`src/rtl/posit_align_add_16.sv`:
```
// Posit adder align/add stage: compare/swap, sticky right shift and significand add/subtract.
// Define POSIT_ALIGN_SINGLE_STAGE_EN to drop the compare/swap register (latency 1 instead of 2).
module posit_align_add_16 #(
    parameter int N  = 16,
    parameter int SW = 7
) (
    input  logic                 i_clk,
    input  logic                 i_rst_n,
    input  logic                 i_valid,
    output logic                 o_ready,
    input  logic                 i_a_sign,
    input  logic                 i_b_sign,
    input  logic signed [SW-1:0] i_a_scale,
    input  logic signed [SW-1:0] i_b_scale,
    input  logic        [N-2:0]  i_a_frac,
    input  logic        [N-2:0]  i_b_frac,
    input  logic                 i_a_zero,
    input  logic                 i_b_zero,
    input  logic                 i_a_nar,
    input  logic                 i_b_nar,
    output logic                 o_valid,
    input  logic                 i_ready,
    output logic                 o_sign,
    output logic signed [SW-1:0] o_scale,
    output logic        [N-1:0]  o_sum,
    output logic                 o_sticky,
    output logic                 o_zero,
    output logic                 o_nar
);

    localparam int SHW = $clog2(N);
    localparam logic [SW:0]    DiffMax = (SW+1)'(N - 1);
    localparam logic [SHW-1:0] ShMax   = (SHW)'(N - 1);

    typedef struct packed {
        logic          nar;
        logic          bothZero;
        logic          effSub;
        logic          sign;
        logic [SW-1:0] scale;
        logic [N-2:0]  largeFrac;
        logic [N-2:0]  smallFrac;
        logic [SHW-1:0] shamt;
    } stage1_t;

    logic           bIsLarge;
    logic [SW-1:0]  largeScale;
    logic [SW-1:0]  smallScale;
    logic [SW:0]    diff;
    logic           smallZero;
    stage1_t        s1_d;
    stage1_t        s2In;
    logic           s2InValid;
    logic           s2Adv;

    // A zero operand never wins the ordering; on a full tie operand a stays large.
    always_comb begin
        bIsLarge = 1'b0;
        if (i_b_zero) begin
            bIsLarge = 1'b0;
        end else if (i_a_zero) begin
            bIsLarge = 1'b1;
        end else if (i_b_scale > i_a_scale) begin
            bIsLarge = 1'b1;
        end else if ((i_b_scale == i_a_scale) && (i_b_frac > i_a_frac)) begin
            bIsLarge = 1'b1;
        end
    end

    assign largeScale = bIsLarge ? i_b_scale : i_a_scale;
    assign smallScale = bIsLarge ? i_a_scale : i_b_scale;
    assign smallZero  = bIsLarge ? i_a_zero  : i_b_zero;
    assign diff       = {largeScale[SW-1], largeScale} - {smallScale[SW-1], smallScale};

    always_comb begin
        s1_d           = '0;
        s1_d.nar       = i_a_nar | i_b_nar;
        s1_d.bothZero  = i_a_zero & i_b_zero;
        s1_d.effSub    = i_a_sign ^ i_b_sign;
        s1_d.sign      = bIsLarge ? i_b_sign : i_a_sign;
        s1_d.scale     = largeScale;
        s1_d.largeFrac = bIsLarge ? i_b_frac : i_a_frac;
        s1_d.smallFrac = smallZero ? '0 : (bIsLarge ? i_a_frac : i_b_frac);
        s1_d.shamt     = (diff >= DiffMax) ? ShMax : diff[SHW-1:0];
    end

    assign s2Adv = !o_valid | i_ready;

`ifdef POSIT_ALIGN_SINGLE_STAGE_EN
    assign s2In      = s1_d;
    assign s2InValid = i_valid;
    assign o_ready   = s2Adv;
`else
    stage1_t s1_q;
    logic    s1Valid_q;
    logic    s1Adv;

    assign s1Adv = !s1Valid_q | s2Adv;

    always_ff @(posedge i_clk or negedge i_rst_n) begin
        if (!i_rst_n) begin
            s1Valid_q <= 1'b0;
            s1_q      <= '0;
        end else if (s1Adv) begin
            s1Valid_q <= i_valid;
            if (i_valid) begin
                s1_q <= s1_d;
            end
        end
    end

    assign s2In      = s1_q;
    assign s2InValid = s1Valid_q;
    assign o_ready   = s1Adv;
`endif

    logic [N-2:0]  shifted;
    logic          stickyBit;
    logic [N-1:0]  sumRaw;
    logic          cancel;
    logic          sign_d;
    logic [SW-1:0] scale_d;
    logic [N-1:0]  sum_d;
    logic          sticky_d;
    logic          zero_d;
    logic          nar_d;

    // Log shifter: each level collects the bits it drops into the sticky bit.
    always_comb begin
        shifted   = s2In.smallFrac;
        stickyBit = 1'b0;
        for (int k = SHW - 1; k >= 0; k--) begin
            if (s2In.shamt[k]) begin
                for (int j = 0; j < N - 1; j++) begin
                    if (j < (1 << k)) begin
                        stickyBit = stickyBit | shifted[j];
                    end
                end
                shifted = shifted >> (1 << k);
            end
        end
    end

    // The sticky borrow is folded into the difference so the downstream rounder sees a truncated value.
    always_comb begin
        if (s2In.effSub) begin
            sumRaw = {1'b0, s2In.largeFrac} - {1'b0, shifted} - {{(N-1){1'b0}}, stickyBit};
        end else begin
            sumRaw = {1'b0, s2In.largeFrac} + {1'b0, shifted};
        end
        cancel = s2In.effSub && (sumRaw == '0) && !stickyBit;

        sign_d   = s2In.sign;
        scale_d  = s2In.scale;
        sum_d    = sumRaw;
        sticky_d = stickyBit;
        zero_d   = 1'b0;
        nar_d    = 1'b0;
        if (s2In.nar) begin
            sign_d   = 1'b0;
            scale_d  = '0;
            sum_d    = '0;
            sticky_d = 1'b0;
            nar_d    = 1'b1;
        end else if (s2In.bothZero || cancel) begin
            sign_d   = 1'b0;
            scale_d  = '0;
            sum_d    = '0;
            sticky_d = 1'b0;
            zero_d   = 1'b1;
        end
    end

    logic          valid_q;
    logic          sign_q;
    logic [SW-1:0] scale_q;
    logic [N-1:0]  sum_q;
    logic          sticky_q;
    logic          zero_q;
    logic          nar_q;

    always_ff @(posedge i_clk or negedge i_rst_n) begin
        if (!i_rst_n) begin
            valid_q  <= 1'b0;
            sign_q   <= 1'b0;
            scale_q  <= '0;
            sum_q    <= '0;
            sticky_q <= 1'b0;
            zero_q   <= 1'b0;
            nar_q    <= 1'b0;
        end else if (s2Adv) begin
            valid_q <= s2InValid;
            if (s2InValid) begin
                sign_q   <= sign_d;
                scale_q  <= scale_d;
                sum_q    <= sum_d;
                sticky_q <= sticky_d;
                zero_q   <= zero_d;
                nar_q    <= nar_d;
            end
        end
    end

    assign o_valid  = valid_q;
    assign o_sign   = sign_q;
    assign o_scale  = scale_q;
    assign o_sum    = sum_q;
    assign o_sticky = sticky_q;
    assign o_zero   = zero_q;
    assign o_nar    = nar_q;

endmodule

```
`config.mk`:
```
export PLATFORM = sky130hd
export DESIGN_NAME = posit_align_add_16
export DESIGN_NICKNAME = d
export VERILOG_FILES = /design/src/rtl/posit_align_add_16.sv
export SDC_FILE = /design/constraint.sdc
export NUM_CORES = 1
export LEC_CHECK = 0
export BUFFER_PORTS_ARGS = -buffer_cell sky130_fd_sc_hd__buf_2
export CAP_MARGIN = 20
export CORE_ASPECT_RATIO = 1.4
export CORE_MARGIN = 5
export CORE_UTILIZATION = 30
export DETAILED_ROUTE_END_ITERATION = 16
export SETUP_SLACK_MARGIN = 0.15
export SYNTH_ARGS = -nofsm -noshare
export SYNTH_HDL_FRONTEND = slang
export SYNTH_SLANG_ARGS = --single-unit
```
`constraint.sdc`:
```
create_clock -name i_clk -period 7.7 [get_ports i_clk]
set_clock_uncertainty 0.15 [all_clocks]
set_input_delay 0.77 -clock i_clk [delete_from_list [all_inputs] [get_ports i_clk]]
set_output_delay 0.77 -clock i_clk [all_outputs]
set_load 0.03 [all_outputs]
```
* Yosys cells after proc, flatten, opt, wreduce, memory -nomap -nowiden
Cells that the tools add are included.
** Word-level totals
- Register bits :: 74
- Output and inout port bits :: 29
- Logic and storage cells :: 96
** Cells by class
- Add/subtract/negate cells :: 4
- Order comparisons :: 3
- Equality and inequality tests :: 1
- Mux-type cells :: 43
- Bitwise operators :: 19
- Reductions and logical operators :: 10
** Operators with widths (number)
- 15-bit 2-to-1 mux :: 7
- 16-bit 2-to-1 mux :: 3
- 1-bit 2-to-1 mux :: 28
- 7-bit 2-to-1 mux :: 4
- 1-bit bitwise OR :: 17
- 15-bit by 15-bit adder with 16-bit output :: 1
- 16-bit zero test :: 1
- 15-bit by 15-bit subtractor with 16-bit output :: 1
- 16-bit by 1-bit subtractor with 16-bit output :: 1
- 15-bit > comparator :: 1
- 8-bit by 4-bit greater-or-equal comparator with 1-bit output, second input constant :: 1
- 7-bit by 7-bit subtractor with 8-bit output :: 1
- 7-bit == test :: 1
- 7-bit > comparator :: 1
- 4-bit 2-to-1 mux :: 1
- 2-bit AND reduction :: 2
- 1-bit logical AND :: 3
- 1-bit zero test :: 3
- 1-bit AND :: 1
- 1-bit logical OR :: 1
- 1-bit bitwise XOR :: 1

* Logic depth before layout (Yosys ltp)
- Depth after elaboration :: 37
- Depth in mapped cells :: 23
- Gate-level depth less buffers :: 21

* Worst setup path after synthesis
Ideal clock, no wire load.
- Path type :: register to register
- Start :: register s1_q[3] (netlist name)
- End :: register scale_q[0], in the netlist o_scale[0]
- Setup time :: 68 ps
- Data arrival time :: 4739 ps
- Data required time :: 7482 ps
- Slack :: 2743 ps
- Cell stages (with the launch flop) :: 21
- Period minus slack after synthesis :: 4957 ps
- Cells stage by stage :: dfrtp_1 > clkbuf_1 > clkbuf_1 > mux2i_1 > mux2i_1 > o21ai_0 > o2111a_1 > fa_1 > ha_1 > or2_2 > fa_1 > nand2b_1 > a21oi_1 > o21bai_1 > a21oi_1 > o211ai_1 > a41oi_1 > xnor2_1 > nand2_1 > a31oi_1 > a22o_1
** On the way
- Longest elaborated chain between the ends :: 23
- Elaborated cells between the ends (all ways) :: 30
** RTL lines
- start: declaration :: line 94 : stage1_t s1_q;
- start signal: assignment :: line 103 : s1_q <= '0;
- start signal: assignment :: line 107 : s1_q <= s1_d;
- 1-bit 2-to-1 mux / 15-bit 2-to-1 mux (equally long branches) :: line 133 : if (s2In.shamt[k]) begin
- 1-bit bitwise OR :: line 136 : stickyBit = stickyBit | shifted[j];
- 1-bit 2-to-1 mux :: line 133
- 1-bit bitwise OR :: line 136
- 1-bit 2-to-1 mux :: line 133
- 1-bit bitwise OR :: line 136
- 1-bit 2-to-1 mux :: line 133
- 1-bit bitwise OR :: line 136
- [... 7 more ...]
- 16-bit by 1-bit subtractor with 16-bit output :: line 147 : sumRaw = {1'b0, s2In.largeFrac} - {1'b0, shifted} - {{(N-1){1'b0}}, stickyBit};
- 16-bit 2-to-1 mux :: line 146 : if (s2In.effSub) begin
- 16-bit zero test :: line 151 : cancel = s2In.effSub && (sumRaw == '0) && !stickyBit;
- 1-bit logical AND :: line 151
- 1-bit logical AND (*) :: line 151
- 1-bit logical OR (*) :: line 165 : end else if (s2In.bothZero || cancel) begin
- 7-bit 2-to-1 mux (*) :: line 165
- 7-bit 2-to-1 mux (*) :: line 159 : if (s2In.nar) begin
- end signal: assignment :: line 195 : scale_q <= scale_d;
- end: declaration :: line 176 : logic [SW-1:0] scale_q;
Every way passes the cells marked *; elsewhere a longest branch is shown, timed or not. The select of a mux whose other input is x is not followed.
A chain may end at the register's enable or synchronous reset.

* Worst setup path after layout
Same ends and word-level chain as after synthesis.

==> metrics.yaml <==
outcome: "completed"
grt_pass1_wl_um: 27400
cts_sinks: 74
rows: 63
fin_tns_setup_ns: 0
yosys.area.top_type: "dfrtp_1"
ys_top_cells_by_count: "88 x nand2_1, 77 x inv_1, 74 x dfrtp_1"
drive_above_1_share_pct: 14.2
die_area_mm2: 0.0243
core_area_mm2: 0.0210
cts_tree: "yes"
synth_most_common_cell: "nand2_1"
clock_tree.root_cell: "clkbuf_16"
hold_violations: 0
grt_overflow: 0
ios: 83
yosys_warnings: 0
stdcell_count: 1092
antenna_found_initial: 0
synth-edff-count: 0
synth_area_leaders: "dfrtp_1 29%, ha_1 13%, mux2i_1 6.8%, nand2_1 5.2%, o21ai_0 5.2%"
slew_violations: 0
firstDrtPassIters: 4
rsz0062_at_grt: "no"
yosys_register_bits: 74
cp.arrival_ns: 5.94
die_height_um: 182
detail_route.wirelength_um: 16800
ant_nets: 0
synth_seq_area_share_pct: 29.1
cts_setup_buffers: 0
vias: 5617
setup_viol: 0
synth_top_area_share_pct: 29.1
period_minus_slack_ns: 5.82
cp-start-kind: "flip-flop"
slew_headroom_pct: 31.7
cp_slowest_cell: "dfrtp_1"
fin_crit_sh_pct: 75.6
grt_usage_pct: 13.7
nNetsFinal: 950
maxCapViolCount: 0
required_ns: 7.82
antennaDiodeCount: 0
crit_path_frequent_cell: "a21oi_1"
cts_buffer_depth: 2
ys_types: 66
synth_nets: 884
wl_per_cell_um: 15.4
path_cells: "mux2i_1, mux2i_1, a21oi_1, o2111a_1, fa_1, inv_1, ha_1, or2_2, fa_1, nand2b_1, a21oi_1, o21bai_1, a21oi_1, o211ai_1, a41oi_1, xnor2_1, nand2_1, a31oi_1, a22o_1"
drtIter0Drc: 282
hold_buffers: 0
ir_worst_vdd_mv: 0.100
clk-insertion-delay-late_ns: 0.34
syn_avg_cell_area_um2: 8.36
cpPeakStageDelay_ns: 0.86
worstSetupPathType: "reg2reg"
worstSetupEndpointType: "flip-flop"
hold_class: "reg2reg"
dp_hpwl_um: 13700
path_clk_slew_ns: 0.06
place_congestion: 0.925
grt_max_degree: 75
drc: 0
synth_area_mm2: 0.00636
htreeDepth: 3
place.port_buffers: 82
timing.fmax_ghz: 0.172
syn_inst: 761
cp_max_fo: 24
start_util_pct: 30.2
grt_pass1_vias: 5540
numCtsBuffers: 9
leakagePower_nw: 3.63
cellPowerDensity_mw_per_mm2: 213
dieWidth_um: 133
via_per_inst: 5.14
cp_num_buf_inv: 1
syn2layout_area_growth_pct: 15.2
ctsResizeCount: 0
synthFlopType: "dfrtp_1"
critPathTopFamily: "compound AO/OA/AOI/OAI gates"
post-place-cells: 1074
synthArstFlopShare_pct: 100
tightest_slew_ns: 0.999
-- per-layer routing --
metal | vias to the layer above | track usage, % | part of all wire, %
met3 | 29 | 2.23 | 3.2
met4 | 0 | 5.24 | 2.7
met1 | 2617 | 16.2 | 43
met5 | - | 0 | 0
met2 | 102 | 24.8 | 51
li1 | 2869 | - | -
-- cell families after synthesis --
group                    after synthesis  share of synthesized area [%]
AND/OR/NAND/NOR                      205                           15.3
AO/OA/AOI/OAI                        232                           24.3
XOR/XNOR                              23                           3.17
adder cells (fa/ha/maj)               69                           13.9
flip-flops                            74                           29.1
multiplexers                          46                           7.47
buffers and inverters                112                           6.79
-- worst register-to-register path: cells and delay by family, from the launching register on --
kind                     cells  cell delay (ns)
flip-flops                   1             0.86
multiplexers                 2             0.49
AND/OR/NAND/NOR              3             0.53
XOR/XNOR                     1             0.15
adder cells (fa/ha/maj)      3             1.09
AO/OA/AOI/OAI                9             2.43
buffers and inverters        1             0.05
-- cell usage in the layout, fill, tap and decap left out, types with 9 or more instances in the layout --
cell type	count
mux2i_1	43
buf_2	81
xnor2_1	18
o211ai_1	11
clkbuf_16	9
nand2_1	88
nor2_1	41
ha_1	66
a21oi_1	37
dfrtp_1	74
inv_1	77
nand2b_1	15
a31oi_1	12
a21o_1	10
o21ai_0	66
nor3_1	15
a22o_1	14
o22ai_1	22
-- where the power goes --
group | internal (mW) | leakage [nW] | switching, mW | total [mW]
Sequential | 0.450 | 0.931 | 0.0639 | 0.514
Combinational | 0.235 | 2.54 | 0.370 | 0.605
Clock | 0.270 | 0.152 | 0.171 | 0.440
Total | 0.955 | 3.63 | 0.605 | 1.56
-- worst paths after layout --
kind	slack (ns)	endpoint	depth (start not counted)	start
worst max-delay path	1.88	o_scale[0]	19	s1_q[3]
worst min-delay path	0.32	o_sum[5]	2	o_sum[5]
worst max register to register	1.88	o_scale[0]	19	s1_q[3]
worst min register to register	0.32	o_sum[5]	2	o_sum[5]
max in group asynchronous	6.38	s1_q[26]	1	i_rst_n
min in group asynchronous	0.41	o_valid	1	i_rst_n
-- layout make-up --
cell class	count	area [µm²]
tap	260	325
timing repair buffer	88	463
inverter	79	297
clock buffer	11	253
fill	2234	13700
sequential	74	1850
multi-input combinational	575	4080
clock inverter	5	60.1
-- sequential cells by signal (all words and copies together), names as in the netlist --
name / count
o_valid: 1
o_sticky: 1
o_zero: 1
o_scale: 7
o_nar: 1
o_sign: 1
o_sum: 16
s1Valid_q: 1
s1_q: 45
-- per-stage QoR --
stage / total power, mW / hold slack, ns / cell area (µm²) / utilization (%) / worst slack (ns)
floorplan: 0.954 / 0.301 / 6360 / - / 2.74
global route: 1.67 / 0.347 / 7330 / 34.8 / 1.35
CTS: 1.58 / 0.332 / 7310 / 34.7 / 1.86
detailed placement: 1.13 / 0.318 / 7000 / 33.2 / 1.87
global placement: 1.13 / 0.311 / 7000 / 33.2 / 2.01
finish: 1.56 / 0.322 / 7330 / 34.8 / 1.88
No activity file was read; power rests on OpenSTA's default activity.
